`src/rtl/yarp_pkg.sv`:
```
// Shared YARP types: ALU ops, register-file write mux, instruction types,
// memory access sizes, multi-cycle controller states and EXEC control bundle.
package yarp_pkg;

   typedef enum logic [3:0] {
      OP_ADD  = 4'b0000,
      OP_SUB  = 4'b0001,
      OP_SLL  = 4'b0010,
      OP_SLT  = 4'b0100,
      OP_SLTU = 4'b0110,
      OP_XOR  = 4'b1000,
      OP_SRL  = 4'b1010,
      OP_SRA  = 4'b1011,
      OP_OR   = 4'b1100,
      OP_AND  = 4'b1110
   } alu_op_t;

   typedef enum logic [1:0] {
      ALU_RES     = 2'b00,
      DATA_MEM    = 2'b01,
      IMMIDIET    = 2'b10,
      NXT_PC_ADDR = 2'b11
   } rf_mux_t;

   typedef enum logic [2:0] {
      R_TYPE,
      I_TYPE,
      S_TYPE,
      B_TYPE,
      U_TYPE,
      J_TYPE
   } instr_type_t;

   typedef enum logic [1:0] {
      BYTE      = 2'b00,
      HALF_WORD = 2'b01,
      WORD      = 2'b11
   } mem_size_t;

   typedef enum logic [2:0] {
      RESET,
      FETCH,
      FETCH_WAIT,
      DECODE,
      EXEC,
      MEM,
      MEM_WAIT,
      TRAP
   } mc_state_t;

   localparam logic [6:0] OPC_LOAD  = 7'b0000011;
   localparam logic [6:0] OPC_JALR  = 7'b1100111;
   localparam logic [6:0] OPC_AUIPC = 7'b0010111;

   typedef struct packed {
      logic       pc_sel;
      logic       op1sel;
      logic       op2sel;
      logic [3:0] alu_func;
      logic [1:0] rf_wr_data;
      logic       rf_wr_en;
      logic       is_mem;
      logic [1:0] data_byte;
      logic       data_wr;
      logic       zero_extnd;
   } exec_ctrl_t;

   function automatic logic [1:0] mem_size(input logic [1:0] funct3_lo);
      case (funct3_lo)
         2'b00:   mem_size = BYTE;
         2'b01:   mem_size = HALF_WORD;
         default: mem_size = WORD;
      endcase
   endfunction

   // States in which the controller is blocked on an external handshake.
   function automatic logic is_wait_state(input mc_state_t s);
      is_wait_state = (s == FETCH) || (s == FETCH_WAIT) || (s == MEM) || (s == MEM_WAIT);
   endfunction

endpackage

```
`src/rtl/yarp_mc_decode.sv`:
```
// Combinational per-type datapath control decode used by the multi-cycle
// controller during EXEC and the memory phases.
module yarp_mc_decode
   import yarp_pkg::*;
(
   input  instr_type_t instr_type_i,
   input  logic [6:0]  instr_opcode_i,
   input  logic [2:0]  instr_funct3_i,
   input  logic        instr_funct7_bit5_i,
   input  logic        branch_taken_i,
   output exec_ctrl_t  ctrl_o
);

   always_comb begin
      ctrl_o = '0;
      case (instr_type_i)
         R_TYPE: begin
            ctrl_o.alu_func = {instr_funct3_i, instr_funct7_bit5_i};
            ctrl_o.rf_wr_en = 1'b1;
         end
         I_TYPE: begin
            ctrl_o.op2sel = 1'b1;
            if (instr_opcode_i == OPC_LOAD) begin
               ctrl_o.alu_func   = OP_ADD;
               ctrl_o.is_mem     = 1'b1;
               ctrl_o.data_byte  = mem_size(instr_funct3_i[1:0]);
               ctrl_o.zero_extnd = instr_funct3_i[2];
            end else if (instr_opcode_i == OPC_JALR) begin
               ctrl_o.alu_func   = OP_ADD;
               ctrl_o.pc_sel     = 1'b1;
               ctrl_o.rf_wr_en   = 1'b1;
               ctrl_o.rf_wr_data = NXT_PC_ADDR;
            end else begin
               ctrl_o.alu_func = {instr_funct3_i, 1'b0};
               ctrl_o.rf_wr_en = 1'b1;
            end
         end
         S_TYPE: begin
            ctrl_o.op2sel    = 1'b1;
            ctrl_o.alu_func  = OP_ADD;
            ctrl_o.is_mem    = 1'b1;
            ctrl_o.data_wr   = 1'b1;
            ctrl_o.data_byte = mem_size(instr_funct3_i[1:0]);
         end
         B_TYPE: begin
            ctrl_o.op1sel   = 1'b1;
            ctrl_o.op2sel   = 1'b1;
            ctrl_o.alu_func = OP_ADD;
            ctrl_o.pc_sel   = branch_taken_i;
         end
         U_TYPE: begin
            ctrl_o.rf_wr_en = 1'b1;
            if (instr_opcode_i == OPC_AUIPC) begin
               ctrl_o.op1sel   = 1'b1;
               ctrl_o.op2sel   = 1'b1;
               ctrl_o.alu_func = OP_ADD;
            end else begin
               ctrl_o.rf_wr_data = IMMIDIET;
            end
         end
         J_TYPE: begin
            ctrl_o.op1sel     = 1'b1;
            ctrl_o.op2sel     = 1'b1;
            ctrl_o.alu_func   = OP_ADD;
            ctrl_o.pc_sel     = 1'b1;
            ctrl_o.rf_wr_en   = 1'b1;
            ctrl_o.rf_wr_data = NXT_PC_ADDR;
         end
         default: ctrl_o = '0;
      endcase
   end

endmodule

```
`src/rtl/yarp_mc_control.sv`:
```
// YARP multi-cycle control sequencer: FETCH/DECODE/EXEC/MEM FSM with bus
// handshakes, wait-state timeout and sticky trap. YARP_MC_PERF_CNT_EN adds perf counters.
module yarp_mc_control
   import yarp_pkg::*;
#(
   parameter int unsigned TIMEOUT_CYCLES = 16,
   parameter int unsigned TO_W           = $clog2(TIMEOUT_CYCLES + 1)
) (
   input  logic        clk,
   input  logic        reset_n,
   input  logic        is_r_type_i,
   input  logic        is_i_type_i,
   input  logic        is_s_type_i,
   input  logic        is_b_type_i,
   input  logic        is_u_type_i,
   input  logic        is_j_type_i,
   input  logic [6:0]  instr_opcode_i,
   input  logic [2:0]  instr_funct3_i,
   input  logic        instr_funct7_bit5_i,
   input  logic        branch_taken_i,
   output logic        imem_req_o,
   input  logic        imem_gnt_i,
   input  logic        imem_rvalid_i,
   output logic        ir_we_o,
   output logic        pc_we_o,
   output logic        pc_sel_o,
   output logic        op1sel_o,
   output logic        op2sel_o,
   output logic [3:0]  alu_func_o,
   output logic [1:0]  rf_wr_data_o,
   output logic        rf_wr_en_o,
   output logic        data_req_o,
   input  logic        data_gnt_i,
   input  logic        data_rvalid_i,
   output logic [1:0]  data_byte_o,
   output logic        data_wr_o,
   output logic        zero_extnd_o,
   output logic        trap_o,
   output logic        busy_o
`ifdef YARP_MC_PERF_CNT_EN
   ,
   output logic [63:0] cycle_cnt_o,
   output logic [63:0] instret_cnt_o
`endif
);

   mc_state_t   state_q, state_d;
   logic [TO_W-1:0] to_cnt_q;
   logic        to_hit;
   logic        type_ok;
   instr_type_t instr_type;
   exec_ctrl_t  dec;

   assign type_ok = $onehot({is_r_type_i, is_i_type_i, is_s_type_i,
                             is_b_type_i, is_u_type_i, is_j_type_i});

   always_comb begin
      instr_type = R_TYPE;
      if (is_i_type_i)      instr_type = I_TYPE;
      else if (is_s_type_i) instr_type = S_TYPE;
      else if (is_b_type_i) instr_type = B_TYPE;
      else if (is_u_type_i) instr_type = U_TYPE;
      else if (is_j_type_i) instr_type = J_TYPE;
   end

   yarp_mc_decode u_decode (
      .instr_type_i        (instr_type),
      .instr_opcode_i      (instr_opcode_i),
      .instr_funct3_i      (instr_funct3_i),
      .instr_funct7_bit5_i (instr_funct7_bit5_i),
      .branch_taken_i      (branch_taken_i),
      .ctrl_o              (dec)
   );

   always_ff @(posedge clk) begin
      if (!reset_n) state_q <= RESET;
      else          state_q <= state_d;
   end

   // Counter restarts on every entry into a wait state and saturates at the limit.
   always_ff @(posedge clk) begin
      if (!reset_n)
         to_cnt_q <= '0;
      else if (is_wait_state(state_d) && (state_d != state_q))
         to_cnt_q <= '0;
      else if (is_wait_state(state_q) && (to_cnt_q != TO_W'(TIMEOUT_CYCLES)))
         to_cnt_q <= to_cnt_q + TO_W'(1);
   end

   assign to_hit = (to_cnt_q == TO_W'(TIMEOUT_CYCLES - 1));
   assign busy_o = (state_q != RESET) && (state_q != TRAP);

   always_comb begin
      state_d      = state_q;
      imem_req_o   = 1'b0;
      ir_we_o      = 1'b0;
      pc_we_o      = 1'b0;
      pc_sel_o     = 1'b0;
      op1sel_o     = 1'b0;
      op2sel_o     = 1'b0;
      alu_func_o   = '0;
      rf_wr_data_o = '0;
      rf_wr_en_o   = 1'b0;
      data_req_o   = 1'b0;
      data_byte_o  = '0;
      data_wr_o    = 1'b0;
      zero_extnd_o = 1'b0;
      trap_o       = 1'b0;
      case (state_q)
         RESET: state_d = FETCH;
         FETCH: begin
            imem_req_o = 1'b1;
            if (imem_gnt_i) begin
               if (imem_rvalid_i) begin
                  ir_we_o = 1'b1;
                  state_d = DECODE;
               end else begin
                  state_d = FETCH_WAIT;
               end
            end else if (to_hit) begin
               state_d = TRAP;
            end
         end
         FETCH_WAIT: begin
            if (imem_rvalid_i) begin
               ir_we_o = 1'b1;
               state_d = DECODE;
            end else if (to_hit) begin
               state_d = TRAP;
            end
         end
         DECODE: state_d = type_ok ? EXEC : TRAP;
         EXEC: begin
            pc_sel_o     = dec.pc_sel;
            op1sel_o     = dec.op1sel;
            op2sel_o     = dec.op2sel;
            alu_func_o   = dec.alu_func;
            rf_wr_data_o = dec.rf_wr_data;
            if (dec.is_mem) begin
               state_d = MEM;
            end else begin
               rf_wr_en_o = dec.rf_wr_en;
               pc_we_o    = 1'b1;
               state_d    = FETCH;
            end
         end
         MEM: begin
            op1sel_o     = dec.op1sel;
            op2sel_o     = dec.op2sel;
            alu_func_o   = dec.alu_func;
            data_req_o   = 1'b1;
            data_byte_o  = dec.data_byte;
            data_wr_o    = dec.data_wr;
            zero_extnd_o = dec.zero_extnd;
            if (data_gnt_i) begin
               if (dec.data_wr) begin
                  pc_we_o = 1'b1;
                  state_d = FETCH;
               end else if (data_rvalid_i) begin
                  rf_wr_en_o   = 1'b1;
                  rf_wr_data_o = DATA_MEM;
                  pc_we_o      = 1'b1;
                  state_d      = FETCH;
               end else begin
                  state_d = MEM_WAIT;
               end
            end else if (to_hit) begin
               state_d = TRAP;
            end
         end
         MEM_WAIT: begin
            op1sel_o     = dec.op1sel;
            op2sel_o     = dec.op2sel;
            alu_func_o   = dec.alu_func;
            data_byte_o  = dec.data_byte;
            zero_extnd_o = dec.zero_extnd;
            if (data_rvalid_i) begin
               rf_wr_en_o   = 1'b1;
               rf_wr_data_o = DATA_MEM;
               pc_we_o      = 1'b1;
               state_d      = FETCH;
            end else if (to_hit) begin
               state_d = TRAP;
            end
         end
         TRAP: trap_o = 1'b1;
         default: state_d = RESET;
      endcase
   end

`ifdef YARP_MC_PERF_CNT_EN
   logic [63:0] cycle_cnt_q;
   logic [63:0] instret_cnt_q;

   always_ff @(posedge clk) begin
      if (!reset_n) begin
         cycle_cnt_q   <= '0;
         instret_cnt_q <= '0;
      end else if (state_q != TRAP) begin
         cycle_cnt_q <= cycle_cnt_q + 64'd1;
         if (pc_we_o) instret_cnt_q <= instret_cnt_q + 64'd1;
      end
   end

   assign cycle_cnt_o   = cycle_cnt_q;
   assign instret_cnt_o = instret_cnt_q;
`endif

endmodule
```
`config.mk`:
```
export PLATFORM = sky130hd
export DESIGN_NAME = yarp_mc_control
export DESIGN_NICKNAME = d
export VERILOG_FILES = /design/src/rtl/yarp_pkg.sv /design/src/rtl/yarp_mc_decode.sv /design/src/rtl/yarp_mc_control.sv
export SDC_FILE = /design/constraint.sdc
export NUM_CORES = 1
export LEC_CHECK = 0
export CAP_MARGIN = 20
export CORE_ASPECT_RATIO = 0.75
export CORE_MARGIN = 4
export CORE_UTILIZATION = 40
export CTS_CLUSTER_SIZE = 14
export DETAILED_ROUTE_END_ITERATION = 16
export PLACE_DENSITY = 0.81
export RECOVER_POWER = 100
export SYNTH_ARGS = -nofsm -noshare
export SYNTH_HDL_FRONTEND = slang
export SYNTH_SLANG_ARGS = --single-unit
```
`constraint.sdc`:
```
create_clock -name clk -period 10.5 [get_ports clk]
set_input_delay 2.1 -clock clk [delete_from_list [all_inputs] [get_ports clk]]
set_output_delay 2.1 -clock clk [all_outputs]
set_load 0.005 [all_outputs]
```
==> impl_metrics.yaml, run 1 <==
grt:
  grt_pass1_wl_microns: 5510
  grt_pass1_vias: 1245
  antenna_found_initial: 0
  grt_max_degree: 17
  overflow: 0
  grtUsageTotal_pct: 20.3
clocking:
  cts-resized-gates: 0
  cts_tree: "built"
  clkTransAtPathRegs_ps: 50
  hold_buffers: 0
  numCtsBuffers: 3
  clock_latency_ps: 250
  clockBufferDepth: 2
  cts_sinks: 8
  cts_setup_buffers: 0
  htree_num_levels: 1
  root_buffer: "clkbuf_4"
timing:
  tns_ps: 0
  final_hold_viol_count: 0
  tightestPinTransition_ps: 770
  rsz0062_at_grt: "no"
  skew_ps: 2.04
  fin_crit_sh_pct: 60.8
  fin_crit_ps: 6380
  fmax_ghz: 0.157
  setup_viol: 0
  slew_headroom_pct: 48.4
  drv_slew: 0
placed_design:
  gp_congestion: 0.844
  io_buffers: 43
  place_hpwl_microns: 2740
  placed_cells: 222
floorplanning:
  fp.dieH_microns: 52.5
  core_area_sq_um: 2400
  initial_core_util_pct: 44.0
  die_area_sq_um: 3540
  ios: 44
  rows: 15
  die_w_microns: 67.4
layout:
  fin_util_pct: 62.6
  area_growth_pct: 42.1
  nets: 224
  antennaDiodeCount: 0
  layout-drive-gt1-share_pct: 2.62
  finalNonFillerCells: 225
  mostFrequentLayoutCells: "clkdlybuf4s50_1, nor2_1, dlygate4sd3_1"
  layout.cells.most_common: "clkdlybuf4s50_1"
drt:
  dr.pass1.iters: 4
  drt_iter0_markers: 94
  wl_per_cell_microns: 14.8
  vias_per_cell: 5.77
  drt-total-wl_microns: 3340
  vias: 1299
  route.detailed.drc: 0
  ant_nets: 0
setup_path:
  worst_ep_arrival_time_ps: 4280
  critical_path_class: "input pin to output port"
  start_kind: "input pin"
  worstSetupEndpointType: "output port"
  required_ps: 8400
  cp_max_fo: 2
logic_synthesis:
  synth-edff-count: 0
  syn_nets: 181
  async_flop_share_pct: 0
  synth_seq_cells: 8
  ys_types: 45
  synth.cell_area_sq_um: 1060
  synthCells: 150
  seq_area_frac_synth_pct: 15.1
  ys.flop_type: "dfxtp_1"
  avgSynthCellArea_sq_um: 7.05
  yosysWarnings: 0
run:
  maxCapViolations: 0
pwr:
  peakVddDrop_mv: 0.0518
  power_per_cell_area_nw_per_um2: 80.9
  report.power.total_mw: 0.122
  p_leak_nw: 0.637
run_status:
  status: "finished clean"
min_path:
  worstHoldPathType: "flop to flop"
[registers in the layout (all words and copies together), names as in the netlist]
name and count:
state_q 3, to_cnt_q 5
[cell usage after synthesis (2+ instances only)]
library cell	count	area share, %
nor2_1	20	7.1
inv_1	16	5.7
nand2_1	13	4.6
nor3_1	9	4.3
a21oi_1	8	3.8
dfxtp_1	8	15
nand2b_1	6	3.6
nand3_1	6	2.8
and2_1	5	3.0
o21ai_0	5	2.4
and3_1	4	2.4
ha_1	4	4.7
buf_2	3	1.4
fa_1	3	5.7
xnor2_1	3	2.5
a21boi_1	2	1.4
a31oi_1	2	1.2
and4_1	2	1.7
nand3b_1	2	1.4
nand4_1	2	1.2
nor2b_1	2	1.2
o21bai_1	2	1.4
[stage by stage]
stage	area [sq um]	hold WS [ps]	setup WS (ps)
3_3_place_gp	1500	562	4290
2_1_floorplan	1060	525	5170
4_1_cts	1520	577	4170
3_5_place_dp	1500	563	4170
5_1_grt	1500	637	4040
6_report	1500	579	4120
[area by class of cell]
cell class	count	area (sq um)
clock buffers	3	22.5
repair buffers	43	430
well taps	34	42.5
fillers	230	900
flip-flops and latches	8	160
inverters	16	60.1
multi-input cells	121	787
[final timing paths]
path / from / end / slack [ps] / cells past startpoint
hold reg to reg: to_cnt_q[3]$_SDFFE_PP0P_ / to_cnt_q[3]$_SDFFE_PP0P_ / 580 / 3
setup reg to reg: to_cnt_q[0]$_SDFFE_PP0P_ / to_cnt_q[4]$_SDFFE_PP0P_ / 8020 / 8
setup / recovery: instr_opcode_i[0] / op1sel_o / 4120 / 7
hold / removal: to_cnt_q[3]$_SDFFE_PP0P_ / to_cnt_q[3]$_SDFFE_PP0P_ / 580 / 3
[cells by family after synthesis]
kind of cell,share of synthesized area (%)
buffers and inverters,8.52
flip-flops,15.1
multiplexers,2.01
XOR/XNOR,3.31
adder cells (fa/ha/maj),10.4
AO/OA/AOI/OAI,19.9
AND/OR/NAND/NOR,40.7
[where the power goes]
part           total, mW  internal (mW)  switching [mW]
clock network     0.0233         0.0131          0.0102
logic             0.0580         0.0287          0.0294
registers         0.0402         0.0338         0.00644
total              0.122         0.0755          0.0460
[critical path: stages]
cell and delay, ps:
clkdlybuf4s50_1 490, nand2_1 50, nor2_1 80, nand4_1 190
o21ba_1 250, a2111oi_0 480, dlygate4sd3_1 640
[routing by layer]
| metal | global-route usage [%] | routed length [microns] | vias up |
|---|---|---|---|
| li1 | - | - | 612 |
| met5 | 0 | 0 | - |
| met3 | 6.01 | 294 | 10 |
| met4 | 4.38 | 54 | 0 |
| met2 | 34.7 | 1560 | 75 |
| met1 | 25.1 | 1430 | 602 |
Note: power is estimated with default switching activity, not from simulation.
==> run 2, diff against run 1 <==
--- a/config.mk
+++ b/config.mk
@@ -8,10 +8,10 @@
 export CAP_MARGIN = 20
 export CORE_ASPECT_RATIO = 0.75
 export CORE_MARGIN = 4
-export CORE_UTILIZATION = 40
+export CORE_UTILIZATION = 39
 export CTS_CLUSTER_SIZE = 14
 export DETAILED_ROUTE_END_ITERATION = 16
-export PLACE_DENSITY = 0.81
+export PLACE_DENSITY = 0.82
 export RECOVER_POWER = 100
 export SYNTH_ARGS = -nofsm -noshare
 export SYNTH_HDL_FRONTEND = slang
==> constraint.sdc (replaced) <==
create_clock -name clk -period 5.2 [get_ports clk]
set_input_delay 1.04 -clock clk [delete_from_list [all_inputs] [get_ports clk]]
set_output_delay 1.04 -clock clk [all_outputs]
set_load 0.005 [all_outputs]
==> impl_metrics.yaml, run 2 (synthesis results as in run 1) <==
layout:
  layout-drive-gt1-share_pct: 4.17
  layout.cells.most_common: "clkdlybuf4s50_1"
  area_growth_pct: 43.6
  top_register: "to_cnt_q"
  largest_reg_flops: 5
  nets: 225
  top_regs: "to_cnt_q: 5 flops, state_q: 3 flops"
  antennaDiodeCount: 0
  mostFrequentLayoutCells: "clkdlybuf4s50_1, dlygate4sd3_1, nor2_1"
clocking:
  clkTransAtPathRegs_ps: 50
  numCtsBuffers: 3
  root_buffer: "clkbuf_4"
  cts_setup_buffers: 0
  cts_tree: "built"
  cts_sinks: 8
  clock_latency_ps: 250
  hold_buffers: 0
  clockBufferDepth: 2
  htree_num_levels: 1
  cts-resized-gates: 0
timing:
  rsz0062_at_grt: "no"
  slew_headroom_pct: 65.2
  tns_ps: 0
  fmax_ghz: 0.217
  skew_ps: 3.70
  final_hold_viol_count: 0
  setup_viol: 0
  fin_crit_ps: 4600
  drv_slew: 0
  fin_crit_sh_pct: 88.5
  setup_ws_ps: 600
  tightestPinTransition_ps: 521
pwr:
  power_per_cell_area_nw_per_um2: 161
  p_leak_nw: 0.654
  power_frac_comb_pct: 48.2
  p_seq_share_pct: 33.2
  pwr-share-clk_pct: 18.5
  p_sw_share_pct: 37.0
  p_sw_mw: 0.0903
  peakVddDrop_mv: 0.128
  p_int_mw: 0.154
drt:
  drt_iter0_markers: 113
  wl_per_cell_microns: 13.6
  dr.pass1.iters: 4
  route.detailed.drc: 0
  drt-total-wl_microns: 3100
  vias: 1224
  ant_nets: 0
  vias_per_cell: 5.37
setup_path:
  worstSetupEndpointType: "flop"
  cp_max_fo: 5
  required_ps: 5320
  worst_ep_arrival_time_ps: 4720
  reg2reg_depth: 8
  start_kind: "input pin"
  critical_path_class: "input pin to flop"
min_path:
  worstHoldPathType: "flop to flop"
  holdPathStages: 3
floorplanning:
  rows: 16
  core_area_sq_um: 2600
  initial_core_util_pct: 40.6
  die_area_sq_um: 3620
  ios: 44
  die_w_microns: 68.1
  fp.dieH_microns: 53.1
placed_design:
  io_buffers: 43
  gp_congestion: 0.861
  place_ws_ps: 477
  place_hpwl_microns: 2600
grt:
  grt_pass1_vias: 1102
  antenna_found_initial: 0
  grtUsageTotal_pct: 18.6
  grt_max_degree: 17
  grt_pass1_wl_microns: 5070
  overflow: 0
run_status:
  status: "finished clean"
run:
  maxCapViolations: 0
## run 2: cell types whose count changed in the layout (fill, tap and decap cells not counted)
| cell | before | now |
|---|---|---|
| a211oi_1 | 2 | 1 |
| a211oi_2 | 0 | 1 |
| a21boi_0 | 2 | 1 |
| a21boi_1 | 1 | 2 |
| and2_0 | 3 | 1 |
| and2_1 | 2 | 4 |
| buf_4 | 0 | 1 |
| clkdlybuf4s50_1 | 25 | 22 |
| dlygate4sd3_1 | 18 | 21 |
| o21ba_1 | 1 | 0 |
| o21ba_2 | 0 | 1 |
## run 2: final cells by class
class	count	area, sq um
fillers	241	1080
multi-input cells	121	792
repair buffers	44	438
flip-flops and latches	8	160
inverters	16	60.1
well taps	36	45.0
clock buffers	3	22.5
## run 2: metrics by stage
stage               area, sq um  utilization [%]  power (mW)  hold WS, ps  std cells
floorplan                  1060                -       0.161          525        150
global placement           1510             58.0       0.205          575        225
detailed placement         1510             58.0       0.209          581        225
CTS                        1530             58.9       0.255          594        228
global route               1520             58.3       0.268          628        228
finish                     1520             58.3       0.244          598        228
## run 2: worst paths after layout
path / startpoint / to / slack [ps]
setup reg to reg: to_cnt_q[0]$_SDFFE_PP0P_ / to_cnt_q[3]$_SDFFE_PP0P_ / 3010
hold / removal: to_cnt_q[3]$_SDFFE_PP0P_ / to_cnt_q[3]$_SDFFE_PP0P_ / 600
setup / recovery: is_b_type_i / to_cnt_q[4]$_SDFFE_PP0P_ / 600
hold reg to reg: to_cnt_q[3]$_SDFFE_PP0P_ / to_cnt_q[3]$_SDFFE_PP0P_ / 600
## run 2: worst max-delay path, stage by stage
cell	delay, ps
dlygate4sd3_1	610
inv_1	100
fa_1	460
fa_1	490
inv_1	40
ha_1	180
fa_1	440
nor4b_1	380
nor2_1	80
a2111o_1	450
a211oi_2	360
nor3_1	90
## run 2: power by group through the flow
stage	clock, mW	sequential (mW)	combinational (mW)
floorplan	0	0.0736	0.0871
global placement	0	0.0822	0.122
detailed placement	0	0.0822	0.127
CTS	0.0463	0.0812	0.128
global route	0.0511	0.0831	0.134
finish	0.0453	0.0811	0.118
## run 2: layer usage
layer  vias up  GRT usage [%]  wire length [microns]
met5         -              0                      0
met4         0           1.98                      0
met3         0           5.31                    268
met2        57           28.8                   1410
met1       556           26.1                   1420
li1        611              -                      -
==> run 3, diff against run 2 <==
==> constraint.sdc (replaced) <==
create_clock -name clk -period 4 [get_ports clk]
set_input_delay 0.8 -clock clk [delete_from_list [all_inputs] [get_ports clk]]
set_output_delay 0.8 -clock clk [all_outputs]
set_load 0.005 [all_outputs]
==> impl_metrics.yaml, run 3 (synthesis results as in run 1) <==
pwr:
  report.power.total_mw: 0.339
  peakVddDrop_mv: 0.227
  power_per_cell_area_nw_per_um2: 216
  p_leak_nw: 0.676
drt:
  vias_per_cell: 5.44
  drt_iter0_markers: 106
  dr.pass1.iters: 4
  vias: 1262
  ant_nets: 0
  drt-total-wl_microns: 3310
  route.detailed.drc: 0
  wl_per_cell_microns: 14.3
layout:
  top_regs: "to_cnt_q: 5 flops, state_q: 3 flops"
  mostFrequentLayoutCells: "clkdlybuf4s50_1, nor2_1, dlygate4sd3_1"
  nets: 229
  layout.cells.most_common: "clkdlybuf4s50_1"
  finalNonFillerCells: 232
  largest_reg_flops: 5
  area_growth_pct: 48.4
  top_register: "to_cnt_q"
  layout-drive-gt1-share_pct: 7.65
  antennaDiodeCount: 0
floorplanning:
  fp.dieH_microns: 53.1
  die_w_microns: 68.1
  ios: 44
  core_area_sq_um: 2600
  die_area_sq_um: 3620
  initial_core_util_pct: 40.6
  rows: 16
timing:
  setup_ws_ps: 190
  fmax_ghz: 0.262
  skew_ps: 4.73
  fin_crit_sh_pct: 95.3
  final_hold_viol_count: 0
  whs_ps: 600
  tightestPinTransition_ps: 585
  slew_headroom_pct: 61.0
  rsz0062_at_grt: "no"
  fin_crit_ps: 3810
  setup_viol: 0
  drv_slew: 0
grt:
  grt_max_degree: 17
  grt_pass1_vias: 1193
  grtUsageTotal_pct: 19.7
  grt_pass1_wl_microns: 5440
  use_met1_pct: 25.3
  antenna_found_initial: 0
  top_usage_layer: "met2"
  grtUsageMet3_pct: 3.61
  grtUsageMet2_pct: 35.0
  overflow: 0
setup_path:
  critPathMaxStageDelay_ps: 520
  crit_top_cell: "fa_1"
  worstSetupEndpointType: "flop"
  critical_path_class: "input pin to flop"
  start_kind: "input pin"
  crit_buf_inv: 3
  required_ps: 4170
  crit_slowest_cell: "fa_1"
  cp_max_fo: 5
  path_delay_family: "adder cells"
  path_cells: "dlygate4sd2_1, inv_1, fa_1, fa_1, inv_1, ha_2, fa_1, nor4b_4, nor2_1, a2111o_1, and4b_4, nor4b_2"
  worst_ep_arrival_time_ps: 3980
  r2r_slack_ps: 1810
clocking:
  clockBufferDepth: 2
  htree_num_levels: 1
  clkTransAtPathRegs_ps: 50
  numCtsBuffers: 3
  cts_sinks: 8
  cts_tree: "built"
  clock_latency_ps: 250
  root_buffer: "clkbuf_4"
placed_design:
  gp_congestion: 0.873
  placed_cells: 230
  io_buffers: 43
  place_ws_ps: -413
  place_hpwl_microns: 2750
run_status:
  status: "finished clean"
run:
  maxCapViolations: 0
min_path:
  worstHoldPathType: "flop to flop"
[run 3: final timing paths]
check	startpoint	depth (start not counted)	end
max	is_b_type_i	12	to_cnt_q[1]$_SDFFE_PP0P_
min	to_cnt_q[3]$_SDFFE_PP0P_	3	to_cnt_q[3]$_SDFFE_PP0P_
max reg2reg	to_cnt_q[0]$_SDFFE_PP0P_	8	to_cnt_q[1]$_SDFFE_PP0P_
min reg2reg	to_cnt_q[3]$_SDFFE_PP0P_	3	to_cnt_q[3]$_SDFFE_PP0P_
[run 3: what timing repair did]
item,in CTS,in global routing
setup buffers,0,0
hold buffers,0,0
endpoints found under the setup margin,5,0
resized for setup,7,0
[run 3: cell type report]
type	instances	area (sq um)
fillers	247	1030
flip-flops and latches	8	160
clock buffers	3	22.5
well taps	36	45.0
multi-input cells	121	817
repair buffers	48	464
inverters	16	60.1
[run 3: layer usage]
layer	share of wire [%]	vias up
met1	43	591
li1	-	616
met4	0	0
met2	51	55
met5	0	-
met3	6.0	0
[run 3: worst min-delay path: cells and delay by family, from the launching register on]
kind                      cells  cell delay [ps]
xor gates and xnor gates      1               90
DFF                           1              370
and+or+nand+nor               2              100
[run 3: metrics by stage]
step | util (%) | setup TNS [ps] | cell area [sq um]
3_3_place_gp | 59.5 | -1550 | 1550
3_5_place_dp | 59.5 | -1930 | 1550
5_1_grt | 60.3 | 0 | 1570
6_report | 60.3 | 0 | 1570
4_1_cts | 60.3 | 0 | 1570
2_1_floorplan | - | 0 | 1060
[run 3: report_power, final]
group	total (mW)	internal (mW)	switching, mW
sequential	0.106	0.0886	0.0174
combinational	0.173	0.0890	0.0843
clock	0.0601	0.0342	0.0258
total	0.339	0.212	0.128
